## src/rtl/color_scan_scheduler.sv

```systemverilog
// Measurement scheduler between the CLS381 sensor and the WS2812 display: periodic trigger,
// consecutive-sample colour filter and LED request handshake. Optional: COLOR_SCHED_TIMEOUT_EN.
module color_scan_scheduler #(
   parameter int unsigned PERIOD_CYC  = 5_000_000,
   parameter int unsigned CONFIRM_N   = 3,
   parameter int unsigned TIMEOUT_CYC = 2_500_000
) (
   input  logic       sys_clk,
   input  logic       sys_rst_n,
   output logic       meas_start,
   input  logic       meas_done,
   input  logic       r_valid,
   input  logic       g_valid,
   input  logic       b_valid,
   output logic       led_req,
   output logic [2:0] led_color,
   input  logic       led_ack,
   output logic       busy,
   output logic       sensor_err
);

   localparam int unsigned PW = (PERIOD_CYC > 1) ? $clog2(PERIOD_CYC) : 1;

   typedef enum logic [1:0] {
      S_IDLE,
      S_START,
      S_WAIT,
      S_EVAL
   } state_t;

   state_t        state, state_nx;
   logic [PW-1:0] period_cnt;
   logic          tick;
   logic          timeout;
   logic [2:0]    sample;
   logic [2:0]    cand, cand_nx;
   logic [3:0]    conf_cnt, conf_cnt_nx;
   logic          confirm;
   logic          upd;
   logic [2:0]    shown;
   logic [2:0]    pend_color;
   logic          pend_valid;

   assign tick = (period_cnt == PW'(PERIOD_CYC - 1));

   always_ff @(posedge sys_clk or negedge sys_rst_n) begin
      if (!sys_rst_n) begin
         period_cnt <= '0;
      end else if (tick) begin
         period_cnt <= '0;
      end else begin
         period_cnt <= period_cnt + 1'b1;
      end
   end

`ifdef COLOR_SCHED_TIMEOUT_EN
   localparam int unsigned TW = $clog2(TIMEOUT_CYC + 1);
   logic [TW-1:0] to_cnt;

   // Counts from the START cycle, so the error shows TIMEOUT_CYC cycles after meas_start.
   always_ff @(posedge sys_clk or negedge sys_rst_n) begin
      if (!sys_rst_n) begin
         to_cnt <= '0;
      end else if (state == S_START || state == S_WAIT) begin
         to_cnt <= to_cnt + 1'b1;
      end else begin
         to_cnt <= '0;
      end
   end

   assign timeout = (state == S_WAIT) && !meas_done && (to_cnt == TW'(TIMEOUT_CYC - 1));

   always_ff @(posedge sys_clk or negedge sys_rst_n) begin
      if (!sys_rst_n) begin
         sensor_err <= 1'b0;
      end else if (timeout) begin
         sensor_err <= 1'b1;
      end
   end
`else
   assign timeout    = 1'b0;
   assign sensor_err = 1'b0;
`endif

   always_ff @(posedge sys_clk or negedge sys_rst_n) begin
      if (!sys_rst_n) begin
         state <= S_IDLE;
      end else begin
         state <= state_nx;
      end
   end

   always_comb begin
      state_nx   = state;
      meas_start = 1'b0;
      case (state)
         S_IDLE:  if (tick) state_nx = S_START;
         S_START: begin
            meas_start = 1'b1;
            state_nx   = S_WAIT;
         end
         S_WAIT: begin
            if (meas_done) begin
               state_nx = S_EVAL;
            end else if (timeout) begin
               state_nx = S_IDLE;
            end
         end
         S_EVAL:  state_nx = S_IDLE;
         default: state_nx = S_IDLE;
      endcase
   end

   assign busy = (state != S_IDLE);

   always_ff @(posedge sys_clk or negedge sys_rst_n) begin
      if (!sys_rst_n) begin
         sample <= '0;
      end else if (state == S_WAIT && meas_done) begin
         sample <= {r_valid, g_valid, b_valid};
      end
   end

   // Confirm fires only on the transition into CONFIRM_N, never while saturated.
   always_comb begin
      cand_nx     = cand;
      conf_cnt_nx = conf_cnt;
      confirm     = 1'b0;
      if (state == S_EVAL) begin
         if (sample == cand) begin
            if (conf_cnt < 4'(CONFIRM_N)) begin
               conf_cnt_nx = conf_cnt + 4'd1;
               confirm     = (conf_cnt + 4'd1 == 4'(CONFIRM_N));
            end
         end else begin
            cand_nx     = sample;
            conf_cnt_nx = 4'd1;
            confirm     = (CONFIRM_N == 1);
         end
      end
   end

   assign upd = confirm && (cand_nx != shown);

   always_ff @(posedge sys_clk or negedge sys_rst_n) begin
      if (!sys_rst_n) begin
         cand     <= '0;
         conf_cnt <= '0;
      end else begin
         cand     <= cand_nx;
         conf_cnt <= conf_cnt_nx;
      end
   end

   // A pending colour is only ever launched from the idle cycle that follows an ack.
   always_ff @(posedge sys_clk or negedge sys_rst_n) begin
      if (!sys_rst_n) begin
         led_req    <= 1'b0;
         led_color  <= '0;
         shown      <= '0;
         pend_valid <= 1'b0;
         pend_color <= '0;
      end else if (led_req) begin
         if (upd) begin
            pend_valid <= 1'b1;
            pend_color <= cand_nx;
         end
         if (led_ack) begin
            led_req <= 1'b0;
            if (!upd && pend_valid && pend_color == shown) begin
               pend_valid <= 1'b0;
            end
         end
      end else if (upd) begin
         led_req    <= 1'b1;
         led_color  <= cand_nx;
         shown      <= cand_nx;
         pend_valid <= 1'b0;
      end else if (pend_valid) begin
         led_req    <= 1'b1;
         led_color  <= pend_color;
         shown      <= pend_color;
         pend_valid <= 1'b0;
      end
   end

endmodule

```

## config.mk

```make
export PLATFORM = sky130hd
export DESIGN_NAME = color_scan_scheduler
export DESIGN_NICKNAME = d
export VERILOG_FILES = /design/src/rtl/color_scan_scheduler.sv
export SDC_FILE = /design/constraint.sdc
export NUM_CORES = 1
export LEC_CHECK = 0
export CAP_MARGIN = 20
export CORE_ASPECT_RATIO = 2
export CORE_MARGIN = 2
export CORE_UTILIZATION = 43
export CTS_BUF_LIST = sky130_fd_sc_hd__clkbuf_8
export CTS_CLUSTER_DIAMETER = 200
export DETAILED_ROUTE_END_ITERATION = 8
export PLACE_DENSITY = 0.65
export SYNTH_ARGS = -nofsm -noshare
export SYNTH_HDL_FRONTEND = slang
export SYNTH_SLANG_ARGS = --single-unit
```

## constraint.sdc

```tcl
create_clock -name sys_clk -period 3.55 [get_ports sys_clk]
set_clock_uncertainty 0.15 [all_clocks]
set_input_delay 0.5325 -clock sys_clk [delete_from_list [all_inputs] [get_ports sys_clk]]
set_output_delay 0.5325 -clock sys_clk [all_outputs]
set_load 0.1 [all_outputs]
```

==> results of run 1 <==
-- per-layer routing --
layer,routed length (microns),vias up
met5,0,-
met4,158,0
met1,1640,785
met3,89,13
li1,-,769
met2,2420,25
-- worst register-to-register path, cell delays in order, from the launching register on --
cell and delay (ns):
dfrtp_1 0.41, ha_1 0.38, mux2i_2 0.38, xnor2_1 0.24, nor3_2 0.13, nor3b_2 0.29, mux2_2 0.37
-- per-stage QoR --
step,instances,utilization
after global placement,277,0.473
final,285,0.494
after floorplan,210,-
after global routing,285,0.494
after CTS,285,0.494
after detailed placement,277,0.473
-- kinds of logic after synthesis --
| group | count (synthesis) |
|---|---|
| AOI/OAI and AO/OA | 28 |
| adders and majority gates | 8 |
| other | 1 |
| muxes | 10 |
| and+or+nand+nor | 81 |
| xor gates and xnor gates | 25 |
| buffers and inverters | 14 |
| DFF | 43 |
-- state kept, by name (all words and copies together) (netlist names) --
| signal | count |
|---|---|
| led_req | 1 |
| conf_cnt | 4 |
| sample | 3 |
| shown | 3 |
| period_cnt | 23 |
| state | 2 |
| pend_valid | 1 |
| pend_color | 3 |
| cand | 3 |
-- Yosys cell counts (4+ instances only) --
master | count | area [sq um]
inv_1 | 10 | 37.5
mux2_2 | 7 | 78.8
and2_1 | 4 | 25.0
dfrtp_1 | 43 | 1080
nor4b_1 | 4 | 35.0
nand3_1 | 9 | 45.0
nand4_1 | 6 | 37.5
xnor2_1 | 14 | 123
nor2b_1 | 5 | 31.3
nor2_1 | 13 | 48.8
nand2_1 | 16 | 60.1
o21ai_0 | 10 | 50.1
xor2_1 | 11 | 96.3
ha_1 | 8 | 100
-- worst max-delay path by stage --
stage,from,end,slack (ns),cells after the start
4_1_cts,shown[0]$_DFFE_PN0P_,led_color[0],0.91,1
3_3_place_gp,state[0]$_DFFE_PN0P_,shown[2]$_DFFE_PN0P_,1.16,6
5_1_grt,shown[0]$_DFFE_PN0P_,led_color[0],0.89,1
3_5_place_dp,state[0]$_DFFE_PN0P_,pend_color[1]$_DFFE_PN0P_,1.10,6
2_1_floorplan,shown[2]$_DFFE_PN0P_,pend_color[0]$_DFFE_PN0P_,1.23,5
6_report,shown[0]$_DFFE_PN0P_,led_color[0],0.95,1
-- where the power goes --
group          leakage (nW)  internal [mW]  switching, mW
Sequential            0.586          0.490        0.00393
Clock                0.0505          0.177          0.164
Combinational         0.522        0.00789         0.0238
-- final cells by class --
| type | instances | share of cell area |
|---|---|---|
| clock inverter | 1 | 0.00299 |
| sequential | 43 | 0.428 |
| clock buffer | 7 | 0.0383 |
| tap | 58 | 0.0289 |
| inverter | 10 | 0.0149 |
| timing repair buffer | 13 | 0.0458 |
| multi-input combinational | 153 | 0.441 |
==> reports/results.tsv, run 1 <==
metric	value	unit
status	complete, no violations	
CTS tree	built	
Core ar.	5090	sq um
met2 Use GR	0.294	
Synth Flop Type	dfrtp_1	
Slew headroom	0.359	
WL final	4310	microns
synthesis-stage register bit count	43	
count of cell types in the netlist	49	
# hold bufs at CTS	0	
CP top delay family	buffers and inverters	
unrepaired setup endpoints after global routing	false	
IO buf count	12	
post-synthesis async set-or-reset flop share	1.00	
worst hold path class	input pin to async pin	
mux cell area share after synthesis	0.0521	
Largest stage delay, worst path	1.17	ns
most frequent cells in the layout	dfrtp_1, nand2_1, xnor2_1	
cell area after layout	2510	sq um
Critical Path Sink Type	primary output	
gr ovfl total	0	
pwr dens	345	nW/um^2
# fillers	476	
syn avg cell area	10.7	sq um
cts repair resizes	0	
grt met1 use	0.164	
register area	1080	sq um
CTS buffer count	5	
pre-CTS setup slack	1.10	ns
initial DRC count	43	
maxcap violations	0	
WHS	0.231	ns
post-synthesis simple-gate area fraction	0.211	
first-pass GRT wire length	7320	microns
Synth Area in Compound Gates	0.0854	
initial core utilization	0.443	
# setup viols final	0	
area of the multi-input gates	1110	sq um
Synth Area in XOR/XNOR	0.0970	
Cell Area, Placed	2410	sq um
H-tree levels	2	
worst r2r src	state[0]$_DFFE_PN0P_	
Sum Neg Setup Slack	0	ns
Slowest cell on crit path	clkdlybuf4s50_1	
Tmin final	2.60	ns
share of layout cells above drive strength 1	0.145	
CP required	2.87	ns
Syn Nets	225	
most common library cell in the layout ignoring fill and taps	dfrtp_1	
HPWL Detailed	3200	microns
initial antenna violation count	0	
Area Growth Syn to Fin	11.4	%
Worst Path Buf+Inv	1	
die area	5880	sq um
static leakage	1.16	nW
Cell Rows	37	
critical path class	register to primary output	
crit path launch type	register	
vias per cell	5.59	
Fmax	384	MHz
# DRC	0	
Skew-Pair Late Insertion Delay	0.29	ns
r2r endpoint	pend_color[0]$_DFFE_PN0P_	
chip height	106	microns
overall power	0.867	mW
largest net degree at the start of global routing	44	
met3 Usage GRT	0.0255	
Seq/Total Area, Yosys	0.477	
fin. max-slew vios	0	
via count	1592	
antenna cells	0	
vias in the first global route	1571	
Fin. Hold Viols	0	
yosys warns	0	
Post-Synth Adder-Cell Area	0.0443	
mapped cell area	2260	sq um
clock slew at reported path FFs	0.08	ns
setup bufs post-CTS	0	
peak supply drop	0.000239	V
Period Utilization, post-route	0.733	
DIE WIDTH	55.2	microns
I/O pin total	14	
Worst R2R Path Depth	6	
Root Driver	clkbuf_8	
largest family of logic cells by synthesized area	simple AND/OR/NAND/NOR gates	
Crit Path Max Fanout	5	
First-pass DRT Iterations	4	
Final #Nets	241	
final worst slack	0.946	ns
CTS Sinks	43	
routed length per placed instance	15.1	microns
Longest Clk Path Bufs	2	
crit-path cells	clkdlybuf4s50_1	
Post-DRT Antenna Nets	0	
Slew @ Worst Pin	0.959	ns
CP arrival	1.92	ns
Synth Instances	210	
GPL Wtd Cong	0.829	
reg2reg setup slack	1.11	ns
total global-route track usage	0.162	
number of flops mapped to enable cells by yosys	0	
grt peak-use layer	met2	
No activity file was read; power rests on OpenSTA's default activity.
==> run 2, diff against run 1 <==
--- a/config.mk
+++ b/config.mk
@@ -12,7 +12,7 @@
 export CTS_BUF_LIST = sky130_fd_sc_hd__clkbuf_8
 export CTS_CLUSTER_DIAMETER = 200
 export DETAILED_ROUTE_END_ITERATION = 8
-export PLACE_DENSITY = 0.65
+export PLACE_DENSITY = 0.67
 export SYNTH_ARGS = -nofsm -noshare
 export SYNTH_HDL_FRONTEND = slang
 export SYNTH_SLANG_ARGS = --single-unit
==> constraint.sdc (replaced) <==
create_clock -name sys_clk -period 2.1 [get_ports sys_clk]
set_clock_uncertainty 0.15 [all_clocks]
set_input_delay 0.315 -clock sys_clk [delete_from_list [all_inputs] [get_ports sys_clk]]
set_output_delay 0.315 -clock sys_clk [all_outputs]
set_load 0.1 [all_outputs]
==> run 2 against run 1 <==
Against the previous run:
- highest routed layer unchanged
- worst setup slack lost 0.93 ns
- global-route usage grew 1.7 points
- non-clock buffer count grew 33
- critical path type is now register to register
==> reports/results.tsv, run 2 (synthesis results as in run 1) <==
metric	value	unit
status	complete, no violations	
chip height	106	microns
# DRC	0	
peak supply drop	0.000377	V
Sum Neg Setup Slack	0	ns
Worst Path Buf+Inv	0	
CP arrival	2.13	ns
grt peak-use layer	met2	
worst hold path class	register to register	
static leakage	1.39	nW
# fillers	462	
first-pass GRT wire length	8060	microns
Logic pwr share	0.051	
WL final	4920	microns
met2 Use GR	0.336	
unrepaired setup endpoints after global routing	true	
cell area after layout	2880	sq um
worst r2r src	state[1]$_DFFE_PN0P_	
Flop pwr share	0.594	
pre-CTS setup slack	-0.0934	ns
Largest stage delay, worst path	0.42	ns
Cell Area, Placed	2680	sq um
initial DRC count	60	
Skew-Pair Late Insertion Delay	0.30	ns
fin. max-slew vios	0	
Final #Nets	274	
H-tree levels	2	
overall power	1.40	mW
Worst Hold Path Cells	1	
Slew headroom	0.636	
vias in the first global route	1821	
Slew @ Worst Pin	0.546	ns
pwr dens	486	nW/um^2
reg2reg setup slack	0.02	ns
Crit Path Max Fanout	4	
via count	1722	
CP required	2.14	ns
DIE WIDTH	55.2	microns
CTS buffer count	5	
I/O pin total	14	
most frequent cells in the layout	dfrtp_1, buf_4, nand2_1	
clock slew at reported path FFs	0.08	ns
Hold Crit Endpoint	conf_cnt[2]$_DFFE_PN0P_	
die area	5880	sq um
CTS tree	built	
HPWL Detailed	3660	microns
initial core utilization	0.443	
gr ovfl total	0	
Tmin final	2.08	ns
share of layout cells above drive strength 1	0.308	
Clk network pwr share	0.355	
most common library cell in the layout ignoring fill and taps	dfrtp_1	
Root Driver	clkbuf_8	
Sw Share	0.232	
GPL Wtd Cong	0.811	
grt met1 use	0.165	
crit-path cells	ha_4 -> mux2_4 -> xnor2_4 -> nor3_4 -> nor3b_4 -> mux2_2	
NetSw	0.325	mW
Critical Path Sink Type	register	
Area Growth Syn to Fin	27.5	%
Fmax	481	MHz
critical path class	register to register	
# setup viols final	0	
Slowest cell on crit path	dfrtp_1	
Int Pwr	1.07	mW
CTS Sinks	43	
Longest Clk Path Bufs	2	
r2r endpoint	pend_color[0]$_DFFE_PN0P_	
Most flops, register	period_cnt	
max reg flops	23	
Core ar.	5090	sq um
Worst R2R Path Depth	6	
vias per cell	5.42	
CP top delay family	multiplexers	
maxcap violations	0	
Fin. Hold Viols	0	
Post-DRT Antenna Nets	0	
largest registers	period_cnt: 23 flops, conf_cnt: 4 flops	
Cell Rows	37	
largest net degree at the start of global routing	44	
antenna cells	0	
final worst slack	0.0193	ns
routed length per placed instance	15.5	microns
IO buf count	12	
total global-route track usage	0.179	
crit path launch type	register	
initial antenna violation count	0	
First-pass DRT Iterations	4	
HP Start	conf_cnt[2]$_DFFE_PN0P_	
met3 Usage GRT	0.0341	
Period Utilization, post-route	0.991	
[run 2: worst max-delay path by stage]
stage | startpoint | to | slack (ns) | cells past startpoint
after floorplan | state[0]$_DFFE_PN0P_ | pend_color[0]$_DFFE_PN0P_ | -0.01 | 7
after global placement | conf_cnt[0]$_DFFE_PN0P_ | pend_color[0]$_DFFE_PN0P_ | -0.05 | 6
after detailed placement | state[0]$_DFFE_PN0P_ | pend_color[0]$_DFFE_PN0P_ | -0.09 | 6
after CTS | state[0]$_DFFE_PN0P_ | pend_color[0]$_DFFE_PN0P_ | -0.004 | 6
after global routing | period_cnt[16]$_DFF_PN0_ | state[1]$_DFFE_PN0P_ | -0.07 | 6
final | state[1]$_DFFE_PN0P_ | pend_color[0]$_DFFE_PN0P_ | 0.02 | 6
[run 2: metal layers]
metal | up-vias | part of all wire
met5 | - | 0
met4 | 0 | 0.035
met3 | 13 | 0.019
met2 | 20 | 0.61
met1 | 861 | 0.34
li1 | 828 | -
[run 2: cell type report]
type / instances / area (sq um) / area share
Clock buffer: 5 / 68.8 / 0.0239
Multi-Input combinational cell: 153 / 1210 / 0.421
Sequential cell: 43 / 1080 / 0.376
Clock inverter: 3 / 11.3 / 0.00391
Inverter: 10 / 37.5 / 0.0130
Timing Repair Buffer: 46 / 395 / 0.137
Tap cell: 58 / 72.6 / 0.0252
[run 2: through the flow]
step | instances | hold slack (ns) | util
3_5_place_dp | 307 | 0.283 | 0.526
2_1_floorplan | 210 | -0.131 | -
4_1_cts | 316 | 0.366 | 0.548
5_1_grt | 318 | 0.382 | 0.565
6_report | 318 | 0.360 | 0.565
3_3_place_gp | 307 | 0.272 | 0.526
[run 2: repair_timing]
action	CTS	global route
resized for setup	4	12
hold buffers	1	0
buffers inserted	0	2
pin swaps	2	6
endpoints found under the hold margin	43	0
setup endpoints to repair	5	11
[run 2: power by group through the flow]
stage | Sequential (mW) | Clock (mW) | Combinational, mW
floorplan | 0.860 | 0 | 0.0167
global placement | 0.847 | 0 | 0.0703
detailed placement | 0.847 | 0 | 0.0710
CTS | 0.830 | 0.517 | 0.0735
global route | 0.830 | 0.550 | 0.0776
finish | 0.830 | 0.497 | 0.0715
[run 2: worst register-to-register path, cell delays in order, from the launching register on]
cell	delay [ns]
dfrtp_1	0.42
ha_4	0.20
mux2_4	0.34
xnor2_4	0.20
nor3_4	0.07
nor3b_4	0.24
mux2_2	0.36
==> run 3, diff against run 2 <==
--- a/config.mk
+++ b/config.mk
@@ -8,11 +8,11 @@
 export CAP_MARGIN = 20
 export CORE_ASPECT_RATIO = 2
 export CORE_MARGIN = 2
-export CORE_UTILIZATION = 43
+export CORE_UTILIZATION = 50
 export CTS_BUF_LIST = sky130_fd_sc_hd__clkbuf_8
 export CTS_CLUSTER_DIAMETER = 200
 export DETAILED_ROUTE_END_ITERATION = 8
-export PLACE_DENSITY = 0.67
+export PLACE_DENSITY = 0.76
 export SYNTH_ARGS = -nofsm -noshare
 export SYNTH_HDL_FRONTEND = slang
 export SYNTH_SLANG_ARGS = --single-unit
==> run 3 against run 2 <==
Against the previous run:
- count of clock-buffer cells in the layout is the same
- total power grew 11%
- sequential cell count is the same
- largest power group unchanged
- sequential power is essentially flat
- largest cell class unchanged
- sequential share of layout area shrank 0.72 points
- wire length grew 3.9%
==> reports/results.tsv, run 3 (synthesis results as in run 1) <==
metric	value	unit
WL final	5110	microns
Cell Rows	34	
Layout Cells excl Fill	315	
I/O pin total	14	
antenna cells	0	
CTS tree	built	
Core ar.	4340	sq um
status	complete, no violations	
Critical Path Sink Type	register	
Root Driver	clkbuf_8	
Largest stage delay, worst path	0.40	ns
First-pass DRT Iterations	4	
register area	1080	sq um
vias in the first global route	1875	
chip height	99.0	microns
# fillers	341	
Fin. Hold Viols	0	
Longest Clk Path Bufs	2	
Period Utilization, post-route	0.990	
static leakage	1.40	nW
GPL Wtd Cong	0.830	
Sum Neg Setup Slack	0	ns
share of layout cells above drive strength 1	0.322	
Cell Area, Placed	2680	sq um
crit-path cells	ha_4 -> mux2_4 -> xnor2_2 -> nor3_2 -> nor3b_4 -> mux2_1	
worst hold path class	input pin to async pin	
CTS buffer count	5	
HPWL Detailed	3780	microns
initial antenna violation count	0	
CTS Sinks	43	
Skew-Pair Late Insertion Delay	0.30	ns
area of the multi-input gates	1230	sq um
# DRC	0	
Most flops, register	period_cnt	
most common library cell in the layout ignoring fill and taps	dfrtp_1	
DIE WIDTH	51.5	microns
CP arrival	2.11	ns
largest net degree at the start of global routing	19	
via count	1769	
final worst slack	0.0212	ns
first-pass GRT wire length	8450	microns
CP required	2.13	ns
Worst R2R Path Depth	6	
fin. max-slew vios	0	
unrepaired setup endpoints after global routing	true	
Post-DRT Antenna Nets	0	
routed length per placed instance	16.2	microns
critical path class	register to register	
placed cells	304	
most frequent cells in the layout	dfrtp_1, buf_4, nand2_1	
Slowest cell on crit path	dfrtp_1	
IO buf count	12	
total global-route track usage	0.224	
H-tree levels	2	
# setup viols final	0	
largest registers	period_cnt: 23 flops, conf_cnt: 4 flops	
clock slew at reported path FFs	0.08	ns
peak supply drop	0.000492	V
final core utilization	0.676	
pwr dens	528	nW/um^2
Crit Path Max Fanout	5	
Tmin final	2.08	ns
initial DRC count	36	
max reg flops	23	
WHS	0.324	ns
r2r endpoint	pend_color[2]$_DFFE_PN0P_	
Area Growth Syn to Fin	30.0	%
cell area after layout	2930	sq um
vias per cell	5.62	
gr ovfl total	0	
initial core utilization	0.520	
pre-CTS setup slack	-0.176	ns
reg2reg setup slack	0.02	ns
crit path launch type	register	
Final #Nets	275	
maxcap violations	0	
die area	5100	sq um
overall power	1.55	mW
Fmax	481	MHz
worst r2r src	state[0]$_DFFE_PN0P_	
-- run 3: cell types whose count changed in the layout (fill, tap and decap cells not counted), sizes merged --
cell	delta
inv	-3
bufinv	+1
buf	+1
clkinv	+2
-- run 3: how the worst max path moves through the flow --
stage | start | endpoint | slack [ns]
floorplan | state[0]$_DFFE_PN0P_ | pend_color[0]$_DFFE_PN0P_ | -0.01
global placement | state[0]$_DFFE_PN0P_ | shown[2]$_DFFE_PN0P_ | -0.06
detailed placement | state[0]$_DFFE_PN0P_ | shown[2]$_DFFE_PN0P_ | -0.18
CTS | state[0]$_DFFE_PN0P_ | shown[2]$_DFFE_PN0P_ | 0.0006
global route | state[0]$_DFFE_PN0P_ | pend_color[2]$_DFFE_PN0P_ | -0.04
finish | state[0]$_DFFE_PN0P_ | pend_color[2]$_DFFE_PN0P_ | 0.02
-- run 3: timing repair --
item                       in CTS  in global routing
resized for setup               8                 10
gates cloned                    0                  0
hold buffers                    1                  0
pin swaps                       3                  3
hold endpoints to repair       16                  0
setup endpoints to repair       8                  7
setup buffers                   2                  0
-- run 3: layout make-up --
cell class / instances / area share
Multi-Input combinational cell: 153 / 0.420
Sequential cell: 43 / 0.368
Timing Repair Buffer: 47 / 0.137
Clock buffer: 5 / 0.0235
Tap cell: 54 / 0.0230
Clock inverter: 3 / 0.0149
Inverter: 10 / 0.0128
-- run 3: layer usage --
| metal | GRT usage | wire, microns | vias to the layer above |
|---|---|---|---|
| li1 | - | - | 838 |
| met1 | 0.198 | 1670 | 888 |
| met2 | 0.445 | 3170 | 31 |
| met3 | 0.0333 | 98 | 12 |
| met4 | 0.117 | 171 | 0 |
| met5 | 0 | 0 | - |
-- run 3: report_power, final --
part | internal (mW) | switching [mW]
Sequential | 0.829 | 0.000941
Combinational | 0.0242 | 0.0499
Clock | 0.354 | 0.292
Total | 1.21 | 0.342
-- run 3: critical path: cells and delay by family, from the launching register on --
kind	cells	cell delay [ns]
xor+xnor	1	0.15
fa+ha+maj	1	0.23
simple gates	2	0.32
mux	2	0.70
flops	1	0.40
